==> src/rtl/sync_fifo_if.sv <==
// sync_fifo_if -- handshake and status bundle for sync_fifo.
//
// Signals:
//   W_INC, WR_DATA          write request and write word (master -> slave)
//   R_INC                   read request (master -> slave)
//   RD_DATA, RD_VALID       read word and its valid qualifier (slave -> master)
//   FULL, EMPTY             occupancy == DEPTH / occupancy == 0
//   ALMOST_FULL/EMPTY       threshold flags
//   OVERFLOW, UNDERFLOW     sticky error flags
//   COUNT                   current occupancy, 0..DEPTH
//
// Modports: master = producer/consumer side, slave = the FIFO itself.
interface sync_fifo_if #(
    parameter int DATA_WIDTH = 8,
    parameter int ADDR_WIDTH = 3
) ();
    logic                  W_INC;
    logic [DATA_WIDTH-1:0] WR_DATA;
    logic                  R_INC;
    logic [DATA_WIDTH-1:0] RD_DATA;
    logic                  RD_VALID;
    logic                  FULL;
    logic                  EMPTY;
    logic                  ALMOST_FULL;
    logic                  ALMOST_EMPTY;
    logic                  OVERFLOW;
    logic                  UNDERFLOW;
    logic [ADDR_WIDTH:0]   COUNT;

    modport master (
        output W_INC, WR_DATA, R_INC,
        input  RD_DATA, RD_VALID, FULL, EMPTY, ALMOST_FULL, ALMOST_EMPTY,
               OVERFLOW, UNDERFLOW, COUNT
    );

    modport slave (
        input  W_INC, WR_DATA, R_INC,
        output RD_DATA, RD_VALID, FULL, EMPTY, ALMOST_FULL, ALMOST_EMPTY,
               OVERFLOW, UNDERFLOW, COUNT
    );
endinterface

==> src/rtl/sync_fifo.sv <==
// sync_fifo -- single-clock FIFO with registered occupancy count, threshold
// flags, sticky overflow/underflow flags and a selectable read mode.
//
// Ports:
//   CLK   sole clock, all state updates on the rising edge
//   RST   synchronous active-high reset
//   bus   sync_fifo_if.slave: W_INC/WR_DATA/R_INC in; RD_DATA, RD_VALID,
//         FULL, EMPTY, ALMOST_FULL, ALMOST_EMPTY, OVERFLOW, UNDERFLOW, COUNT out
//
// Parameters: DATA_WIDTH, ADDR_WIDTH (DEPTH = 2**ADDR_WIDTH), AF_LEVEL,
// AE_LEVEL, FWFT (0 = registered read, 1 = first-word-fall-through).
module sync_fifo #(
    parameter int DATA_WIDTH = 8,
    parameter int ADDR_WIDTH = 3,
    parameter int AF_LEVEL   = 6,
    parameter int AE_LEVEL   = 2,
    parameter int FWFT       = 0
) (
    input  logic        CLK,
    input  logic        RST,
    sync_fifo_if.slave  bus
);
    localparam int DEPTH = 1 << ADDR_WIDTH;
    localparam logic [ADDR_WIDTH:0] DEPTH_CNT = (ADDR_WIDTH+1)'(DEPTH);
    localparam logic [ADDR_WIDTH:0] AF_CNT    = (ADDR_WIDTH+1)'(AF_LEVEL);
    localparam logic [ADDR_WIDTH:0] AE_CNT    = (ADDR_WIDTH+1)'(AE_LEVEL);

    logic [DATA_WIDTH-1:0] mem_q [DEPTH];

    logic [ADDR_WIDTH:0]   wr_ptr_q, wr_ptr_d;
    logic [ADDR_WIDTH:0]   rd_ptr_q, rd_ptr_d;
    logic [ADDR_WIDTH:0]   count_q, count_d;
    logic [DATA_WIDTH-1:0] rd_data_q, rd_data_d;
    logic                  rd_valid_q, rd_valid_d;
    logic                  overflow_q, overflow_d;
    logic                  underflow_q, underflow_d;

    logic                  full, empty;
    logic                  wr_acc, rd_acc;
    logic [ADDR_WIDTH-1:0] wr_addr, rd_addr;

    // Status flags come from the registered count only, so no request input
    // has a combinational path to them.
    always_comb begin
        full    = (count_q == DEPTH_CNT);
        empty   = (count_q == '0);
        wr_acc  = bus.W_INC && !full;
        rd_acc  = bus.R_INC && !empty;
        wr_addr = wr_ptr_q[ADDR_WIDTH-1:0];
        rd_addr = rd_ptr_q[ADDR_WIDTH-1:0];
    end

    // Next-state for pointers, count, read register and error flags.
    // Pointers carry an extra wrap bit; only the low bits address storage,
    // so rolling over from DEPTH-1 to 0 needs no special handling.
    always_comb begin
        wr_ptr_d    = wr_ptr_q + {{ADDR_WIDTH{1'b0}}, wr_acc};
        rd_ptr_d    = rd_ptr_q + {{ADDR_WIDTH{1'b0}}, rd_acc};
        count_d     = count_q;
        if (wr_acc && !rd_acc) begin
            count_d = count_q + 1'b1;
        end else if (rd_acc && !wr_acc) begin
            count_d = count_q - 1'b1;
        end
        rd_data_d   = rd_acc ? mem_q[rd_addr] : rd_data_q;
        rd_valid_d  = rd_acc;
        overflow_d  = overflow_q  || (bus.W_INC && full);
        underflow_d = underflow_q || (bus.R_INC && empty);
    end

    // Control state with synchronous reset; reset wins over any request.
    always_ff @(posedge CLK) begin
        if (RST) begin
            wr_ptr_q    <= '0;
            rd_ptr_q    <= '0;
            count_q     <= '0;
            rd_data_q   <= '0;
            rd_valid_q  <= 1'b0;
            overflow_q  <= 1'b0;
            underflow_q <= 1'b0;
        end else begin
            wr_ptr_q    <= wr_ptr_d;
            rd_ptr_q    <= rd_ptr_d;
            count_q     <= count_d;
            rd_data_q   <= rd_data_d;
            rd_valid_q  <= rd_valid_d;
            overflow_q  <= overflow_d;
            underflow_q <= underflow_d;
        end
    end

    // Storage is never cleared; after reset the pointers make old words
    // unreachable. Read and write can only share an address when the FIFO
    // is full or empty, and then one of them is rejected, so no forwarding.
    always_ff @(posedge CLK) begin
        if (!RST && wr_acc) begin
            mem_q[wr_addr] <= bus.WR_DATA;
        end
    end

    // In fall-through mode the head word is shown directly from storage and
    // is valid whenever the FIFO holds anything.
    always_comb begin
        bus.RD_DATA      = (FWFT != 0) ? mem_q[rd_addr] : rd_data_q;
        bus.RD_VALID     = (FWFT != 0) ? !empty : rd_valid_q;
        bus.FULL         = full;
        bus.EMPTY        = empty;
        bus.ALMOST_FULL  = (count_q >= AF_CNT);
        bus.ALMOST_EMPTY = (count_q <= AE_CNT);
        bus.OVERFLOW     = overflow_q;
        bus.UNDERFLOW    = underflow_q;
        bus.COUNT        = count_q;
    end
endmodule

==> src/flat_wrapper.sv <==
// flat-port wrapper written by rule: the top's interface ports become plain ports
module sync_fifo_flat 
#(
    parameter int DATA_WIDTH = 8,
    parameter int ADDR_WIDTH = 3,
    parameter int AF_LEVEL   = 6,
    parameter int AE_LEVEL   = 2,
    parameter int FWFT       = 0
)
  (CLK, RST, bus_W_INC, bus_WR_DATA, bus_R_INC, bus_RD_DATA, bus_RD_VALID, bus_FULL, bus_EMPTY, bus_ALMOST_FULL, bus_ALMOST_EMPTY, bus_OVERFLOW, bus_UNDERFLOW, bus_COUNT);
  sync_fifo_if #(.DATA_WIDTH(DATA_WIDTH), .ADDR_WIDTH(ADDR_WIDTH)) bus_i ();
  input  logic CLK;
  input  logic RST;
  input wire logic [$bits(bus_i.W_INC)-1:0] bus_W_INC;
  input wire logic [$bits(bus_i.WR_DATA)-1:0] bus_WR_DATA;
  input wire logic [$bits(bus_i.R_INC)-1:0] bus_R_INC;
  output wire logic [$bits(bus_i.RD_DATA)-1:0] bus_RD_DATA;
  output wire logic [$bits(bus_i.RD_VALID)-1:0] bus_RD_VALID;
  output wire logic [$bits(bus_i.FULL)-1:0] bus_FULL;
  output wire logic [$bits(bus_i.EMPTY)-1:0] bus_EMPTY;
  output wire logic [$bits(bus_i.ALMOST_FULL)-1:0] bus_ALMOST_FULL;
  output wire logic [$bits(bus_i.ALMOST_EMPTY)-1:0] bus_ALMOST_EMPTY;
  output wire logic [$bits(bus_i.OVERFLOW)-1:0] bus_OVERFLOW;
  output wire logic [$bits(bus_i.UNDERFLOW)-1:0] bus_UNDERFLOW;
  output wire logic [$bits(bus_i.COUNT)-1:0] bus_COUNT;
  assign bus_i.W_INC = bus_W_INC;
  assign bus_i.WR_DATA = bus_WR_DATA;
  assign bus_i.R_INC = bus_R_INC;
  assign bus_RD_DATA = bus_i.RD_DATA;
  assign bus_RD_VALID = bus_i.RD_VALID;
  assign bus_FULL = bus_i.FULL;
  assign bus_EMPTY = bus_i.EMPTY;
  assign bus_ALMOST_FULL = bus_i.ALMOST_FULL;
  assign bus_ALMOST_EMPTY = bus_i.ALMOST_EMPTY;
  assign bus_OVERFLOW = bus_i.OVERFLOW;
  assign bus_UNDERFLOW = bus_i.UNDERFLOW;
  assign bus_COUNT = bus_i.COUNT;
  sync_fifo #(.DATA_WIDTH(DATA_WIDTH), .ADDR_WIDTH(ADDR_WIDTH), .AF_LEVEL(AF_LEVEL), .AE_LEVEL(AE_LEVEL), .FWFT(FWFT)) u_core (.CLK(CLK), .RST(RST), .bus(bus_i));
endmodule
==> config.mk <==
export PLATFORM = sky130hd
export DESIGN_NAME = sync_fifo_flat
export DESIGN_NICKNAME = d
export VERILOG_FILES = /design/src/rtl/sync_fifo_if.sv /design/src/rtl/sync_fifo.sv /design/src/flat_wrapper.sv
export SDC_FILE = /design/constraint.sdc
export NUM_CORES = 1
export LEC_CHECK = 0
export CORE_MARGIN = 2
export CORE_UTILIZATION = 55
export DETAILED_ROUTE_END_ITERATION = 16
export MAX_ROUTING_LAYER = met4
export PLACE_DENSITY_LB_ADDON = 0.05
export SYNTH_ARGS = -nofsm -noshare
export SYNTH_HDL_FRONTEND = slang
export SYNTH_SLANG_ARGS = --single-unit
==> constraint.sdc <==
create_clock -name CLK -period 2.9 [get_ports CLK]
set_clock_uncertainty 0.1 [all_clocks]
set_input_delay 0.58 -clock CLK [delete_from_list [all_inputs] [get_ports CLK]]
set_output_delay 0.58 -clock CLK [all_outputs]
set_load 0.05 [all_outputs]
==> results.json, run 1 <==
{
  "synth_top_cell_area_share": 0.5757,
  "maxCapViolCount": 0,
  "drt_iter0_drc": 123,
  "cts_buffer_depth": 2,
  "fin_crit_ns": 2.673,
  "drive_above_1_share": 0.2222,
  "grt_max_degree": 23,
  "gp_congestion": 0.8099,
  "async_flop_share": 0,
  "cts_root_buf": "clkbuf_8",
  "antennaDiodeCount": 0,
  "antenna_found_initial": 0,
  "powerDensity_nw_per_um2": 930.9,
  "die_area_um2": 6708,
  "fmax_mhz": 374.1,
  "fill_cells": 402,
  "min_period_over_period": 0.9216,
  "final-max-slew-violation-count": 0,
  "max-slew-margin-rel": 0.4052,
  "whs_ns": 0.3802,
  "vias": 1811,
  "hold_buffers": 0,
  "cp_max_fo": 8,
  "cts_buffers": 9,
  "clk_latency_ns": 0.35,
  "internal-power_mw": 2.466,
  "die_h_um": 81.91,
  "syn_avg_cell_area_um2": 17.12,
  "synth.most_common_cell": "edfxtp_1",
  "path_class": "flop to primary output",
  "hold_viol": 0,
  "synth_edf_count": 64,
  "yosysSeqAreaShare": 0.7016,
  "finalSetupViolCount": 0,
  "post_cts.repair.setup_buffers": 0,
  "synth_cell_type_count": 33,
  "power_leakage_nw": 1.357,
  "firstDrtPassIters": 4,
  "crit_required_ns": 2.22,
  "p_comb_frac": 0.341,
  "syn_nets": 215,
  "initial_core_util": 0.5672,
  "grt_use_total": 0.2136,
  "synth_area_leader_cell": "edfxtp_1",
  "pwr-share-clk": 0.241,
  "cts_max_level": 3,
  "final_nets": 258,
  "dp_hpwl_mm": 4.096,
  "wire_per_inst_um": 19.43,
  "power_switching_mw": 1.283,
  "synthTopCellsByCount": "64 x edfxtp_1, 25 x nor2_1, 21 x dfxtp_1",
  "grt_pass1_wl_mm": 9.515,
  "portBuffers": 30,
  "grt_pass1_vias": 1767,
  "cts.reportedPaths.clkPinSlew_ns": 0.08,
  "tightest_slew_ns": 0.8910,
  "finalSetupTns_ns": 0,
  "cp.arrival_ns": 1.99,
  "ir_worst_vdd_mv": 0.6653,
  "cts_tree": "built",
  "netlist_top_cells_area": "edfxtp_1 58%, dfxtp_1 13%, mux4_2 8.1%",
  "rsz0062_at_grt": "no",
  "synth_seq_cells": 85,
  "via_per_inst": 5.695,
  "cts_sinks": 85,
  "cts_resized": 0,
  "grt_overflow_total": 0,
  "cp-end-kind": "primary output",
  "pwr-share-seq": 0.417,
  "io_pins": 31,
  "num_rows": 28,
  "cp-start-kind": "flop",
  "fp.dieW_um": 81.91,
  "synth_warnings": 0,
  "coreArea_um2": 5886,
  "area_growth_pct": 20.65,
  "p_sw_frac": 0.3422,
  "synthFlopType": "edfxtp_1",
  "hold_class": "flop to flop",
  "drc": 0,
  "status": "completed",
  "syn_area_um2": 3338,
  "synthCells": 195,
  "ant_nets": 0,
  "finalWirelength_mm": 6.179
}
==> final timing paths <==
check / endpoint / start / cells past startpoint / slack (ns)
min reg2reg: u_core.bus.UNDERFLOW / u_core.bus.UNDERFLOW / 2 / 0.38
max: bus_EMPTY / u_core.bus.COUNT[0] / 2 / 0.23
min: u_core.bus.UNDERFLOW / u_core.bus.UNDERFLOW / 2 / 0.38
max reg2reg: u_core.bus.COUNT[3] / u_core.bus.COUNT[2] / 9 / 0.37
==> metrics by stage <==
step                instances  power [mW]  area [um2]    util  worst slack [ns]
floorplan                 195       2.533        3382       -           0.01232
global placement          302       2.847        3806  0.6467            0.1177
detailed placement        302       2.887        3806  0.6467           0.02603
CTS                       318       3.781        4028  0.6843            0.1970
global route              318       3.933        4028  0.6843            0.1206
finish                    318       3.749        4028  0.6843            0.2273
==> final cells by class <==
type | count | area, um2 | area share
Multi-Input combinational cell | 99 | 967.2 | 0.2401
Sequential cell | 85 | 2355 | 0.5847
Tap cell | 75 | 93.84 | 0.02330
Inverter | 2 | 7.507 | 0.001864
Clock buffer | 9 | 123.9 | 0.03075
Clock inverter | 7 | 97.59 | 0.02423
Timing Repair Buffer | 41 | 382.9 | 0.09506
==> power by group through the flow <==
| stage | Sequential (mW) | Combinational (mW) | Clock (mW) |
|---|---|---|---|
| CTS | 1.57 | 1.30 | 0.919 |
| detailed placement | 1.59 | 1.29 | 0 |
| finish | 1.56 | 1.28 | 0.905 |
| floorplan | 1.81 | 0.718 | 0 |
| global route | 1.58 | 1.38 | 0.971 |
| global placement | 1.58 | 1.26 | 0 |
==> registers in the layout, summed over array words and instances, names as in the netlist <==
name,count
u_core.bus.RD_DATA,8
u_core.mem_q,64
u_core.bus.UNDERFLOW,1
u_core.bus.OVERFLOW,1
u_core.bus.RD_VALID,1
u_core.bus.COUNT,4
u_core.wr_ptr_q,3
u_core.rd_ptr_q,3
==> cells by family after synthesis <==
family,synth area share
buffers and inverters,0.01799
XOR/XNOR,0.01050
multiplexers,0.1188
adder cells (fa/ha/maj),0.03223
flip-flops,0.7016
AND/OR/NAND/NOR,0.08583
AO/OA/AOI/OAI,0.03298
==> worst max-delay path: stages, from the launching register on <==
cell and delay, ns:
dfxtp_2 0.39, nor4_1 0.38, clkdlybuf4s50_1 0.87
==> routing by layer <==
| metal | routed length (um) | track usage |
|---|---|---|
| met2 | 3093 | 0.3333 |
| met1 | 2774 | 0.2783 |
| met3 | 248 | 0.04615 |
| met4 | 63 | 0.08000 |
| met5 | 0 | - |
==> placed cells by master, fill, tap and decap left out, drive strengths merged, types with 3 or more instances in the layout <==
cell,instances
edfxtp,64
dfxtp,21
nand2,3
buf,11
nor2b,5
a21oi,4
nand2b,4
nor2,25
ha,7
clkdlybuf4s50,30
o22ai,8
clkinv,3
clkbuf,9
xnor2,3
mux4,16
nor3,10
inv,3
Power figures use the tool's default switching activity.
==> inputs of run 2 (changes only) <==
--- a/config.mk
+++ b/config.mk
@@ -5,8 +5,12 @@
 export SDC_FILE = /design/constraint.sdc
 export NUM_CORES = 1
 export LEC_CHECK = 0
+export CELL_PAD_IN_SITES_DETAIL_PLACEMENT = 1
+export CELL_PAD_IN_SITES_GLOBAL_PLACEMENT = 1
+export CORE_ASPECT_RATIO = 0.9
 export CORE_MARGIN = 2
-export CORE_UTILIZATION = 55
+export CORE_UTILIZATION = 50
+export CTS_BUF_LIST = sky130_fd_sc_hd__clkbuf_4 sky130_fd_sc_hd__clkbuf_8
 export DETAILED_ROUTE_END_ITERATION = 16
 export MAX_ROUTING_LAYER = met4
 export PLACE_DENSITY_LB_ADDON = 0.05
==> results.json, run 2 (same netlist as run 1, synthesis figures left out) <==
{
  "p_total_mw": 3.621,
  "cp_max_fo": 8,
  "cts.reportedPaths.clkPinSlew_ns": 0.09,
  "p_comb_frac": 0.356,
  "crit_required_ns": 2.22,
  "post_cts.repair.setup_buffers": 0,
  "mostFrequentLayoutCell": "edfxtp_1",
  "ant_nets": 0,
  "portBuffers": 30,
  "cts_root_buf": "clkbuf_8",
  "p_sw_frac": 0.3522,
  "max-slew-margin-rel": 0.4911,
  "cts_buffer_depth": 2,
  "cts_tree": "built",
  "final_util": 0.6150,
  "tightest_slew_ns": 0.7623,
  "antenna_found_initial": 0,
  "finalWirelength_mm": 6.700,
  "power_switching_mw": 1.275,
  "worst_slack_ns": 0.2457,
  "coreArea_um2": 6516,
  "grt_pass1_vias": 1892,
  "top_register": "u_core.mem_q",
  "finalSetupViolCount": 0,
  "area_growth_pct": 20.05,
  "gp_congestion": 0.8292,
  "hold_buffers": 0,
  "cts_resized": 0,
  "initial_core_util": 0.5123,
  "dp_hpwl_mm": 4.430,
  "pwr-share-seq": 0.431,
  "whs_ns": 0.3682,
  "rsz0062_at_grt": "no",
  "cp-start-kind": "flop",
  "fmax_mhz": 376.8,
  "internal-power_mw": 2.346,
  "min_period_over_period": 0.9153,
  "num_rows": 28,
  "grt_max_degree": 23,
  "drc": 0,
  "vias": 1806,
  "largest_reg_flops": 64,
  "slowest_delay_ns": 0.87,
  "firstDrtPassIters": 5,
  "finalSetupTns_ns": 0,
  "power_leakage_nw": 1.335,
  "via_per_inst": 5.423,
  "final-max-slew-violation-count": 0,
  "io_pins": 31,
  "cts_sinks": 85,
  "drt_iter0_drc": 110,
  "hold_viol": 0,
  "clk_latency_ns": 0.35,
  "grt_use_total": 0.2036,
  "fin_crit_ns": 2.654,
  "fp.dieW_um": 90.13,
  "path_cells": "nor4_1 -> clkdlybuf4s50_1",
  "hold_class": "flop to flop",
  "grt_overflow_total": 0,
  "drive_above_1_share": 0.2263,
  "powerDensity_nw_per_um2": 903.5,
  "status": "completed",
  "place_ws_ns": -0.07489,
  "final_nets": 258,
  "die_h_um": 81.52,
  "cp-end-kind": "primary output",
  "cts_max_level": 3,
  "cp.arrival_ns": 1.97,
  "die_area_um2": 7347,
  "pwr-share-clk": 0.213,
  "grt_pass1_wl_mm": 10.37,
  "antennaDiodeCount": 0,
  "wire_per_inst_um": 20.12,
  "path_class": "flop to primary output",
  "maxCapViolCount": 0,
  "ir_worst_vdd_mv": 0.4278,
  "cts_buffers": 9,
  "fill_cells": 612,
  "critical_path.slowest_cell": "clkdlybuf4s50_1",
  "final_cell_mix": "64 x edfxtp_1, 30 x clkdlybuf4s50_1, 25 x nor2_1"
}
## run 2: changes by cell type in the layout (fill, tap and decap cells not counted), sizes merged
cell	change
clkbuf	+4
clkinv	-3
inv	-1
clkinvlp	+2
bufinv	-2
## run 2: final cells by class
| class | instances | area (um2) | share of cell area |
|---|---|---|---|
| clock buffer | 13 | 160.2 | 0.03996 |
| sequential | 85 | 2355 | 0.5876 |
| tap | 90 | 112.6 | 0.02810 |
| timing repair buffer | 41 | 382.9 | 0.09554 |
| multi-input combinational | 99 | 967.2 | 0.2413 |
| clock inverter | 3 | 22.52 | 0.005620 |
| inverter | 2 | 7.507 | 0.001873 |
## run 2: worst max-delay path, delay by kind of cell, from the launching register on
kind / cells / cell delay (ns)
and+or+nand+nor: 1 / 0.36
buffers and inverters: 1 / 0.87
DFF: 1 / 0.39
## run 2: routing by layer
metal	track usage	share of wire	wire, um
met1	0.2386	0.42	2820
met2	0.3406	0.52	3471
met3	0.04679	0.040	266
met4	0.1000	0.021	140
met5	-	0	0
## run 2: power by group through the flow
stage               clock (mW)  combinational [mW]  sequential (mW)
finish                   0.770                1.29             1.56
global route             0.826                1.39             1.58
CTS                      0.786                1.31             1.57
detailed placement           0                1.30             1.59
global placement             0                1.27             1.58
floorplan                    0               0.718             1.81
## run 2: worst paths after layout
path	slack [ns]	cells after the start	end	startpoint
hold / removal	0.37	2	u_core.bus.UNDERFLOW	u_core.bus.UNDERFLOW
hold reg to reg	0.37	2	u_core.bus.UNDERFLOW	u_core.bus.UNDERFLOW
setup / recovery	0.25	2	bus_EMPTY	u_core.bus.COUNT[0]
setup reg to reg	0.34	9	u_core.bus.COUNT[3]	u_core.bus.COUNT[2]
## run 2: metrics by stage
step                      std cells  area (um2)
final                           333        4008
after global routing            333        4008
after CTS                       333        4008
after detailed placement        317        3825
after global placement          317        3825
after floorplan                 195        3382
